<file path="config.mk">
export PLATFORM = sky130hd
export DESIGN_NAME = mic_delay_sched
export DESIGN_NICKNAME = d
export VERILOG_FILES = /design/src/rtl/mic_delay_sched.sv
export SDC_FILE = /design/constraint.sdc
export NUM_CORES = 1
export LEC_CHECK = 0
export CORE_UTILIZATION = 35
export DETAILED_ROUTE_END_ITERATION = 6
export PLACE_DENSITY_LB_ADDON = 0.25
export SLEW_MARGIN = 20
export SYNTH_ARGS = -nofsm -noshare
export SYNTH_HDL_FRONTEND = slang
export SYNTH_SLANG_ARGS = --single-unit
</file>
<file path="constraint.sdc">
create_clock -name ck -period 3.5 [get_ports ck]
set_clock_uncertainty 0.2 [all_clocks]
set_input_delay 0.7 -clock ck [delete_from_list [all_inputs] [get_ports ck]]
set_output_delay 0.7 -clock ck [all_outputs]
set_load 0.01 [all_outputs]
</file>
<file path="src/rtl/mic_delay_sched.sv">
// Per-frame microphone delay-line scheduler: writes each new frame into per-channel
// circular buffers in a shared single-port RAM, then streams one delayed sample per channel.
module mic_delay_sched #(
    parameter int NCHAN = 6,
    parameter int DW    = 16,
    parameter int PW    = 6,
    parameter int CW    = 3
) (
    input  logic                ck,
    input  logic                rst_n,
    input  logic                start,
    input  logic [NCHAN*DW-1:0] mics,
    input  logic                cfg_we,
    input  logic [CW-1:0]       cfg_chan,
    input  logic [PW-1:0]       cfg_delay,
    output logic [CW+PW-1:0]    ram_addr,
    output logic [DW-1:0]       ram_wdata,
    output logic                ram_we,
    input  logic [DW-1:0]       ram_rdata,
    output logic [DW-1:0]       out_data,
    output logic [CW-1:0]       out_chan,
    output logic                out_valid,
    output logic                done,
    output logic                busy,
    output logic                primed,
    output logic                overrun
);

    typedef enum logic [1:0] {
        IDLE  = 2'd0,
        WRITE = 2'd1,
        READ  = 2'd2,
        DRAIN = 2'd3
    } state_t;

    localparam logic [CW-1:0] LAST_CH   = CW'(NCHAN - 1);
    localparam logic [CW-1:0] LAST_DRN  = CW'(1);
    localparam logic [CW:0]   NCHAN_LIM = (CW+1)'(NCHAN);
    localparam logic [PW-1:0] PTR_MAX   = {PW{1'b1}};

    state_t          state, state_d;
    logic [CW-1:0]   cnt, cnt_d;
    logic [PW-1:0]   wr_ptr;
    logic [PW-1:0]   rd_ptr;
    logic [PW-1:0]   delay_q  [NCHAN];
    logic [PW-1:0]   sh_delay [NCHAN];
    logic [DW-1:0]   sh_mic   [NCHAN];
    logic [CW+PW-1:0] addr_hold;
    logic [DW-1:0]   wdata_hold;
    logic            rd_v1;
    logic [CW-1:0]   rd_c1;
    logic            accept;
    logic            frame_end;

    assign accept    = (state == IDLE) && start;
    assign frame_end = (state == DRAIN) && (cnt == LAST_DRN);

    // NOTE: every variable gets a default before the case so no path leaves it unassigned (no latch).
    always_comb begin
        state_d = state;
        cnt_d   = cnt;
        case (state)
            IDLE: begin
                if (start) begin
                    state_d = WRITE;
                    cnt_d   = '0;
                end
            end
            WRITE: begin
                if (cnt == LAST_CH) begin
                    state_d = READ;
                    cnt_d   = '0;
                end else begin
                    cnt_d = cnt + CW'(1);
                end
            end
            READ: begin
                if (cnt == LAST_CH) begin
                    state_d = DRAIN;
                    cnt_d   = '0;
                end else begin
                    cnt_d = cnt + CW'(1);
                end
            end
            DRAIN: begin
                if (cnt == LAST_DRN) begin
                    state_d = IDLE;
                    cnt_d   = '0;
                end else begin
                    cnt_d = cnt + CW'(1);
                end
            end
            default: begin
                state_d = IDLE;
                cnt_d   = '0;
            end
        endcase
    end

    // NOTE: sequential state uses non-blocking assignments so all registers update together at the edge.
    always_ff @(posedge ck or negedge rst_n) begin
        if (!rst_n) begin
            state <= IDLE;
            cnt   <= '0;
        end else begin
            state <= state_d;
            cnt   <= cnt_d;
        end
    end

    // Circular read pointer; modulo 2^PW falls out of the PW-bit subtraction.
    assign rd_ptr = wr_ptr - sh_delay[cnt];

    always_comb begin
        ram_we    = 1'b0;
        ram_addr  = addr_hold;
        ram_wdata = wdata_hold;
        case (state)
            WRITE: begin
                ram_we    = 1'b1;
                ram_addr  = {cnt, wr_ptr};
                ram_wdata = sh_mic[cnt];
            end
            READ: begin
                ram_addr = {cnt, rd_ptr};
            end
            default: ;
        endcase
    end

    assign busy = (state != IDLE);

    always_ff @(posedge ck or negedge rst_n) begin
        if (!rst_n) begin
            addr_hold  <= '0;
            wdata_hold <= '0;
        end else begin
            addr_hold  <= ram_addr;
            wdata_hold <= ram_wdata;
        end
    end

    // NOTE: the delay and shadow arrays are small register files, so they are reset like any other state.
    always_ff @(posedge ck or negedge rst_n) begin
        if (!rst_n) begin
            for (int c = 0; c < NCHAN; c++) begin
                delay_q[c] <= '0;
            end
        end else if (cfg_we && ({1'b0, cfg_chan} < NCHAN_LIM)) begin
            delay_q[cfg_chan] <= cfg_delay;
        end
    end

    // Shadows freeze the frame's samples and delays so mid-frame config writes wait a frame.
    always_ff @(posedge ck or negedge rst_n) begin
        if (!rst_n) begin
            for (int c = 0; c < NCHAN; c++) begin
                sh_delay[c] <= '0;
                sh_mic[c]   <= '0;
            end
        end else if (accept) begin
            for (int c = 0; c < NCHAN; c++) begin
                sh_delay[c] <= delay_q[c];
                sh_mic[c]   <= mics[c*DW +: DW];
            end
        end
    end

    always_ff @(posedge ck or negedge rst_n) begin
        if (!rst_n) begin
            wr_ptr  <= '0;
            primed  <= 1'b0;
            overrun <= 1'b0;
        end else begin
            if (frame_end) begin
                wr_ptr <= wr_ptr + PW'(1);
                if (wr_ptr == PTR_MAX) begin
                    primed <= 1'b1;
                end
            end
            if (start && busy) begin
                overrun <= 1'b1;
            end
        end
    end

    // Two-stage read return: RAM latency, then the output register.
    always_ff @(posedge ck or negedge rst_n) begin
        if (!rst_n) begin
            rd_v1     <= 1'b0;
            rd_c1     <= '0;
            out_valid <= 1'b0;
            out_chan  <= '0;
            out_data  <= '0;
            done      <= 1'b0;
        end else begin
            rd_v1     <= (state == READ);
            rd_c1     <= cnt;
            out_valid <= rd_v1;
            out_chan  <= rd_c1;
            done      <= rd_v1 && (rd_c1 == LAST_CH);
            if (rd_v1) begin
                out_data <= ram_rdata;
            end
        end
    end

endmodule
</file>
After elaboration in Yosys (flattened, before gate mapping)
Cells that the tools add are included.

word-level totals
  memory bits (writable) = 0
  memories kept = 0
  bits in read-only memories = 0
  word-level logic and storage cells = 83
  bits of input ports = 125
  register bits = 231
  bits in latches = 0
  output and inout port bits = 50

cells by class
  divide/modulo/power cells = 0
  add/sub/neg operators = 3
  multipliers = 0
  order comparisons = 4
  reductions and logical operators = 11
  shift operators = 0
  equality and inequality tests = 11
  bitwise gates (word level) = 2
  mux-type cells = 21

operator list
  cell                                                        number
  binary-select mux 16 bit (select 3 bit)                     1
  2-to-1 mux 16 bit                                           3
  bitwise mux 36 bit                                          1
  binary-select mux 6 bit (select 3 bit)                      1
  demux 6 bit (select 3 bit)                                  1
  2-to-1 mux 6 bit                                            3
  case mux 9 bit (2 select lines)                             1
  2-to-1 mux 3 bit                                            3
  case mux 3 bit (3 select lines)                             1
  greater-or-equal comparator 4 bit, second input constant    2
  2-to-1 mux 2 bit                                            4
  inverter 3 -> 4 bit                                         2
  case mux 2 bit (4 select lines)                             1
  adder 6 x 1 -> 6 bit, second input constant                 1
  == test 3 bit, second input constant                        2
  == test 6 bit, second input constant                        1
  logical AND 1 bit                                           6
  != test 2 bit, second input constant                        3
  subtractor 6 bit                                            1
  == test 2 bit, second input constant                        2
  less-than comparator 4 x 1 -> 1 bit, second input constant  1
  AND reduction 4 bit                                         1
  adder 3 x 1 -> 3 bit, second input constant                 1
  == test 3 x 1 -> 1 bit, second input constant               1
  other kinds (8)                                             8

Depth between registers and ports, before layout
Gate-level depths: netlist of the first run.

  word-level depth = 6
  mapped depth = 13
  gate-level depth less buffers = 11

Least setup slack after synthesis of the first run
No wires, ideal clock.

  path type = reg-to-output
  from = register cnt[0]
  to = output ram_addr[4]
  required time = 2.600 ns
  setup slack = 0.012 ns
  data arrival time = 2.588 ns
  path buffers = 3
  stages on the path, launching flop included = 14
  cell sequence = dfrtp_1 buf_6 buf_4 buf_2 mux2_2 a22o_1 ha_1 inv_1 fa_1 a21o_1 a21oi_1 xnor2_1 a22oi_1 a21oi_1

on the way
  cells in the longest elaborated chain, start to end = 6

ends and longest elaborated chain
  item                                                 line  RTL
  from (decl)                                          42    logic [CW-1:0] cnt, cnt_d;
  from (signal assigned)                               107   cnt <= cnt_d;
  inverter 3 -> 4 bit (not written as such)            112   assign rd_ptr = wr_ptr - sh_delay[cnt];
  binary-select mux 6 bit (select 3 bit)               112
  2-to-1 mux 6 bit (not written as such) (2 in a row)  112
  subtractor 6 bit                                     112
  case mux 9 bit (2 select lines)                      118   case (state)
  to (decl)                                            16    output logic [CW+PW-1:0] ram_addr,

No other way between the ends. The select of a mux whose other input is x is not followed.

Final worst setup path of the first run
  from = register cnt[0]
  to = output ram_addr[3]

The elaborated chain is that of the path after synthesis.

==> metrics.md, run 1 <==
| Metric | Value |
|---|---|
| DRT antenna net count | 0 |
| Clk_lat worst skew | 530 ps |
| R2R depth | 13 |
| Relative slew slack | 0.5380 |
| CP Cell Sequence | mux4_2 > a22oi_2 > ha_1 > nor2b_1 > o31a_1 > a21oi_1 > a22oi_1 > a21oi_2 > buf_2 |
| Initial detailed-routing violation count | 332 |
| Synth area leaders | dfrtp_1 (58%), mux2_2 (23%), mux4_2 (3.4%) |
| Syn Area/Cell | 14.79 um2 |
| Post-synthesis cell count | 673 |
| Worst R2R Setup Slack | 580 ps |
| Cell taking the most area after synthesis | dfrtp_1 |
| Number of flops mapped to enable cells by yosys | 0 |
| CP max stage delay | 540 ps |
| Hold Crit Depth | 0 |
| Fmax | 256.4 MHz |
| Synth Area in Adders | 0.01836 |
| Synth warn | 0 |
| Area Growth Syn to Fin | 33.26% |
| Number of global-route vias before repair | 6537 |
| Status | finished, violations left |
| Max Cap Viol | 0 |
| Share of post-route cells with drive strength above 1 | 0.3824 |
| Fin area | 13260 um2 |
| Port bufs | 174 |
| GP Congestion | 0.8275 |
| Combinational family with the most area after synthesis | multiplexers |
| CTS tree | done |
| Most common cell after layout, fill and taps aside | dfrtp_1 |
| Max clock buf depth | 3 |
| Final wirelength | 22.94 mm |
| Via count | 6164 |
| Worst r2r src | cnt[0] |
| Rows | 61 |
| Final hold violations | 0 |
| DR WL/cell | 17.99 um |
| Worst-path maximum fanout | 6 |
| Crit path arrival time | 3000 ps |
| Final core occ | 0.4760 |
| Largest net degree at the start of global routing | 85 |
| Synth Flop Type | dfrtp_1 |
| Drt first pass iters | 4 |
| Netlist cell types | 48 |
| Worst-margin pin slew | 693.0 ps |
| Worst vdd ir | 0.0004315 V |
| DRC viols | 0 |
| Register area share after synthesis | 0.5809 |
| Post-synth top area share | 0.5809 |
| Syn Nets | 812 |
| Root buffer cell | clkbuf_16 |
| Hold EP | out_chan[1] |
| Final worst slack | -399.7 ps |
| Final Max Tran Viols | 0 |
| Ant diodes | 0 |
| H-tree levels | 1 |
| DP HPWL | 16.03 mm |
| Antenna violations before repair | 0 |
| First-pass GRT wire length | 36.25 mm |
| Die ar. | 29110 um2 |
| GRT Overall Usage | 0.1617 |
| Failing checks | negative setup slack |
| Final min period | 3900 ps |
| DR vias/cell | 4.835 |
| Ports | 175 |
| Worst EP required | 2600 ps |
| Slowest stage cell on the critical path | mux4_2 |
| Seq cells post-synth | 231 |
| Mux cell area share after synthesis | 0.2896 |
| Mapped Area | 9951 um2 |
| RR Endpoint | addr_hold[4] |
| CTS Buf Count | 27 |
| Synth async-reset ratio | 1.000 |
| Compound-Gate Fraction of Synth Area | 0.04413 |
| Clock Sinks | 231 |
| Starting density of the core | 0.3572 |
| Setup CP Type | flip-flop to output pin |
| Placed cell areas | 12250 um2 |
| Final period util | 1.114 |
| Final setup fails | 15 |
| Min-Delay Startpoint | rd_c1[1] |
| Fraction of the mapped netlist area in simple logic gates | 0.03609 |
| Fill count | 2444 |
| Commonest non-fill, non-tap cells in the layout | dfrtp_1 (230), mux2_2 (207), clkdlybuf4s50_1 (160) |
| Unrepaired setup endpoints after global routing | true |
| Die H | 170.6 um |
| CP Launch Type | flip-flop |
| Hold WC Path Type | flip-flop to flip-flop |
| CTS clk-pin slew, worst paths | 60 ps |
| Die Span X | 170.6 um |
| GR Overflow Total | 0 |
| Xor/xnor cell area share of the yosys netlist | 0.006161 |
| Pwr Density | 952.0 nW/um2 |
| Leak Pwr | 5.609 nW |
| CP Capture Type | output pin |
| Core Area | 27860 um2 |
| Final nets | 1015 |
area by class of cell:
cell class	count	area, um2	share of cell area
clock inverter	10	87.58	0.006605
inverter	12	45.04	0.003397
multi-input combinational	392	4008	0.3022
timing repair buffer	212	2061	0.1554
sequential	231	5782	0.4360
clock buffer	40	804.5	0.06067
tap	378	473.0	0.03567
synth_stat cells, types with 2 or more instances:
cell type and count:
a21o_1 2, nor3b_2 2, buf_6 2, o22ai_1 5, mux2_2 207, a22oi_1 25, nor3_1 3, buf_2 14
nor2_1 29, buf_1 6, nand4b_1 3, a21oi_1 26, nand2_1 13, nor2b_1 2, clkbuf_1 11, nor3b_1 2
buf_4 4, inv_1 11, nand3_1 2, mux4_2 15, nand4_1 2, ha_1 13, o21ai_0 3, nand2b_1 3
mux2i_1 4, xor2_1 3, xnor2_1 4, dfrtp_1 231, mux4_1 6, nor3_2 2
logic make-up (layout without fill, tap and decap cells):
| group | count (synthesis) | count (layout) |
|---|---|---|
| AO/OA/AOI/OAI | 69 | 69 |
| buffers and inverters | 50 | 274 |
| flip-flops | 231 | 231 |
| multiplexers | 233 | 233 |
| AND/OR/NAND/NOR | 69 | 69 |
| XOR/XNOR | 7 | 7 |
| adder cells (fa/ha/maj) | 14 | 14 |
stage by stage:
step | power, W | cells | setup TNS, ps | setup WS, ps | hold WS (ps)
5_1_grt | 0.01342 | 1275 | -7015 | -544.0 | 177.0
2_1_floorplan | 0.007665 | 673 | 0 | 12.24 | 147.0
3_5_place_dp | 0.009727 | 1217 | -1527 | -398.3 | 154.5
4_1_cts | 0.01266 | 1274 | -5393 | -437.6 | 168.1
6_report | 0.01262 | 1275 | -4751 | -399.7 | 165.2
3_3_place_gp | 0.009616 | 1217 | -1343 | -363.7 | 154.3
report_power, final:
group	internal, W	switching (W)	leakage (nW)
clock network	0.00166	0.00109	0.439
logic	0.00304	0.00232	2.40
registers	0.00388	0.000629	2.77
total	0.00858	0.00404	5.61
routing by layer:
metal  wire length, um  track usage  part of all wire  vias to the layer above
met4               480      0.04622             0.021                        0
met3               955      0.02406             0.042                       33
met5                 0            0                 0                        -
met1             10460       0.2172              0.46                     3136
li1                  -            -                 -                     2854
met2             11040       0.2708              0.48                      141
worst max-delay path, delay by kind of cell (launching register included):
family,cells,cell delay (ps)
adder cells (fa/ha/maj),1,260
buffers and inverters,1,150
AO/OA/AOI/OAI,5,920
AND/OR/NAND/NOR,1,150
multiplexers,1,540
flip-flops,1,460
flip-flops by register name, summed over array words and instances (netlist names):
register / count
wdata_hold: 16
addr_hold: 9
sh_delay: 36
out_chan: 3
wr_ptr: 6
out_valid: 1
done: 1
state: 2
rd_c1: 3
overrun: 1
delay_q: 36
cnt: 3
out_data: 16
rd_v1: 1
primed: 1
sh_mic: 96
how the worst max path moves through the flow:
stage	from	slack [ps]	cells past startpoint	to
CTS	cnt[0]	-440	12	ram_addr[4]
detailed placement	cnt[0]	-400	10	ram_addr[5]
global placement	cnt[0]	-360	10	ram_addr[5]
floorplan	cnt[0]	10	13	ram_addr[4]
finish	cnt[0]	-400	9	ram_addr[3]
global route	cnt[0]	-540	5	ram_wdata[0]
what timing repair did:
| action | 4_1_cts | 5_1_grt |
|---|---|---|
| hold buffers | 1 | 0 |
| setup buffers | 7 | 1 |
| pin swaps | 15 | 7 |
| endpoints found under the hold margin | 48 | 0 |
| resized for setup | 47 | 17 |
| setup endpoints to repair | 22 | 24 |
(Power assumes the default switching activity.)
==> run 2, diff against run 1 <==
REMOVE_ABC_BUFFERS = 1   (was not set)
SETUP_SLACK_MARGIN = 0.2   (was not set)
SLEW_MARGIN = not set   (was 20)
==> run 2 against run 1 <==
  * The run ends with negative hold slack, negative setup slack left
  * Utilization grew 2.4 points
  * Flip-flop and latch count stayed put
  * Critical path type unchanged
  * Critical endpoint is now ram_addr[4]
  * Final area up 5.0%
  * Largest power group unchanged
==> metrics.md, run 2 (same netlist as run 1, synthesis figures left out) <==
| Metric | Value |
|---|---|
| Status | finished, violations left |
| Failing checks | negative hold slack, negative setup slack |
| CP max stage delay | 460 ps (-80 ps) |
| Largest regs | sh_mic (96), delay_q (36), sh_delay (36) |
| Number of global-route vias before repair | 6620 (+1.3%) |
| Ports | 175 (unchanged) |
| Sequential Power Share | 0.329 (-0.028) |
| Hold WC Path Type | input pin to async pin |
| Relative slew slack | 0.5182 (-0.01974) |
| Slowest stage cell on the critical path | dfrtp_2 |
| DRC viols | 0 (unchanged) |
| Final Max Tran Viols | 0 (unchanged) |
| Worst r2r src | cnt[0] |
| Crit path arrival time | 2960 ps (-40 ps) |
| CTS Buf Count | 26 (-3.7%) |
| CP Launch Point | cnt[0] |
| GP Congestion | 0.7721 (-6.7%) |
| GRT Overall Usage | 0.1657 (+0.003962) |
| GR Overflow Total | 0 (unchanged) |
| Clock Sinks | 231 (unchanged) |
| Most common cell after layout, fill and taps aside | dfrtp_1 |
| CTS clk-pin slew, worst paths | 60 ps (about the same) |
| Share of post-route cells with drive strength above 1 | 0.4705 (+0.08808) |
| Worst-path maximum fanout | 6 (unchanged) |
| Setup CP Type | flip-flop to output pin |
| First-pass GRT wire length | 37.47 mm (+3.4%) |
| Final nets | 1068 (+5.2%) |
| Max Cap Viol | 0 (unchanged) |
| Worst R2R Setup Slack | 70 ps (-510 ps) |
| Fmax | 259.1 MHz (+1.1%) |
| Fill count | 2385 (-2.4%) |
| Psw | 0.004308 W (+6.6%) |
| DP HPWL | 14.99 mm (-6.5%) |
| Dpl cells | 1218 (+0.082%) |
| Port bufs | 174 (unchanged) |
| DR vias/cell | 4.836 (about the same) |
| Leak Pwr | 5.940 nW (+5.9%) |
| Final setup fails | 8 (-7) |
| CP Launch Type | flip-flop |
| Antenna violations before repair | 1 (+1) |
| Top reg by flops | sh_mic |
| CP Cell Sequence | mux4_2 > a22o_1 > ha_2 > inv_2 > fa_2 > a21o_1 > a21oi_2 > xnor2_1 > a22oi_1 > a21oi_1 > buf_2 |
| Cell-internal power | 0.009396 W (+9.5%) |
| R2R depth | 20 (+7) |
| Buffers & Inverters on Critical Path | 2 (+1) |
| Final non-filler cell total | 1327 (+4.1%) |
| Drt first pass iters | 4 (unchanged) |
| Worst vdd ir | 0.0003797 V (-12%) |
| Final min period | 3859 ps (-40.87 ps) |
| H-tree levels | 1 (unchanged) |
| Die Span X | 170.6 um (unchanged) |
| Worst setup path end | ram_addr[4] |
| Rows | 61 (unchanged) |
| Final worst slack | -358.8 ps (+40.87 ps) |
| Fin Hold WS | -18.08 ps (-183.3 ps) |
| Pwr Density | 984.1 nW/um2 (+3.4%) |
| Worst-margin pin slew | 722.6 ps (+29.61 ps) |
| DR WL/cell | 17.65 um (-1.9%) |
| RR Endpoint | wdata_hold[0] |
| Clock power share | 0.197 (-0.021) |
| Final period util | 1.103 (-0.01168) |
| Die ar. | 29110 um2 (unchanged) |
| Via count | 6417 (+4.1%) |
| Core Area | 27860 um2 (unchanged) |
| Clk_lat worst skew | 520 ps (about the same) |
| Largest net degree at the start of global routing | 87 (+2.4%) |
| Max clock buf depth | 3 (unchanged) |
| Final core occ | 0.4999 (+0.02389) |
| Largest register FFs | 96 (unchanged) |
| Kind of cell adding the most delay to the critical path | compound AO/OA/AOI/OAI gates |
| CP Depth | 11 (+2) |
| Commonest non-fill, non-tap cells in the layout | dfrtp_1 (230), mux2_2 (207), clkdlybuf4s50_1 (148) |
| Worst EP required | 2600 ps (about the same) |
| CTS tree | done |
| Starting density of the core | 0.3572 (unchanged) |
| Power Total | 0.01370 W (+8.6%) |
| Final hold violations | 11 (+11) |
| Die H | 170.6 um (unchanged) |
| Final wirelength | 23.42 mm (+2.1%) |
| CP Capture Type | output pin |
| Setup TNS | -1909 ps (+2841 ps) |
| Initial detailed-routing violation count | 244 (-27%) |
| Root buffer cell | clkbuf_16 |
| Post-Place Worst Slack | -337.0 ps (+61.32 ps) |
| Sw Ratio | 0.3144 (-0.005865) |
| Combinational power share | 0.474 (+0.049) |
| Unrepaired setup endpoints after global routing | true |
| Area Growth Syn to Fin | 39.95% |
| DRT antenna net count | 0 (unchanged) |
## run 2: cell types whose count changed in the layout (fill, tap and decap cells not counted), moves of 15 or more
cell	before	now
a21oi_1	21	5
a21oi_2	5	21
a22oi_1	20	5
a22oi_2	5	20
buf_2	4	20
buf_4	28	57
## run 2: per-stage QoR
step / hold slack, ps / cell area (um2)
3_3_place_gp: 149.6 / 12290
6_report: -18.08 / 13930
4_1_cts: 11.21 / 13770
5_1_grt: 36.81 / 13930
3_5_place_dp: 154.5 / 12290
2_1_floorplan: 147.0 / 9749
## run 2: power groups by stage
stage	sequential (W)	combinational, W	clock (W)
after floorplan	0.00446	0.00319	0
after global placement	0.00452	0.00500	0
after detailed placement	0.00453	0.00508	0
after CTS	0.00451	0.00617	0.00278
after global routing	0.00466	0.00699	0.00289
final	0.00451	0.00649	0.00270
## run 2: how the worst min path moves through the flow
stage                        start           to  slack [ps]  cells past startpoint
final                        rst_n   sh_mic[49]         -20                      1
after global routing         rst_n   sh_mic[49]          40                      1
after CTS                    rst_n   sh_mic[49]          10                      1
after detailed placement  rd_c1[2]  out_chan[2]         150                      0
after global placement    rd_c1[2]  out_chan[2]         150                      0
after floorplan           rd_c1[2]  out_chan[2]         150                      0
## run 2: worst reg2reg max path: stages, from the launching register on
cell	delay, ps
dfrtp_2	460
buf_6	150
buf_12	120
buf_6	120
buf_16	120
buf_12	130
buf_6	120
buf_6	110
mux4_2	450
a22oi_2	210
a21oi_2	90
buf_4	140
buf_6	100
buf_6	100
buf_6	100
buf_6	100
buf_6	100
buf_6	100
buf_6	100
buf_6	100
buf_6	100
## run 2: layer usage
| layer | GRT usage | up-vias | routed length (um) |
|---|---|---|---|
| li1 | - | 2961 | - |
| met1 | 0.2245 | 3295 | 10520 |
| met2 | 0.2742 | 121 | 11500 |
| met3 | 0.02429 | 40 | 811 |
| met4 | 0.05014 | 0 | 598 |
| met5 | 0 | - | 0 |
## run 2: area by class of cell
cell class	instances	area [um2]	share of cell area
clock buffer	40	804.5	0.05777
sequential	231	5782	0.4152
timing repair buffer	266	2623	0.1883
multi-input combinational	392	4134	0.2969
inverter	12	45.04	0.003234
antenna	1	2.502	0.0001797
clock inverter	7	62.56	0.004492
tap	378	473.0	0.03396
## run 2: timing repair
action                                  CTS  global route
hold endpoints to repair                  0             0
setup buffers                            56             3
hold buffers                              0             0
cloned                                    2             0
endpoints found under the setup margin   25            24
resized for setup                       159            29
pin swaps                                46             9
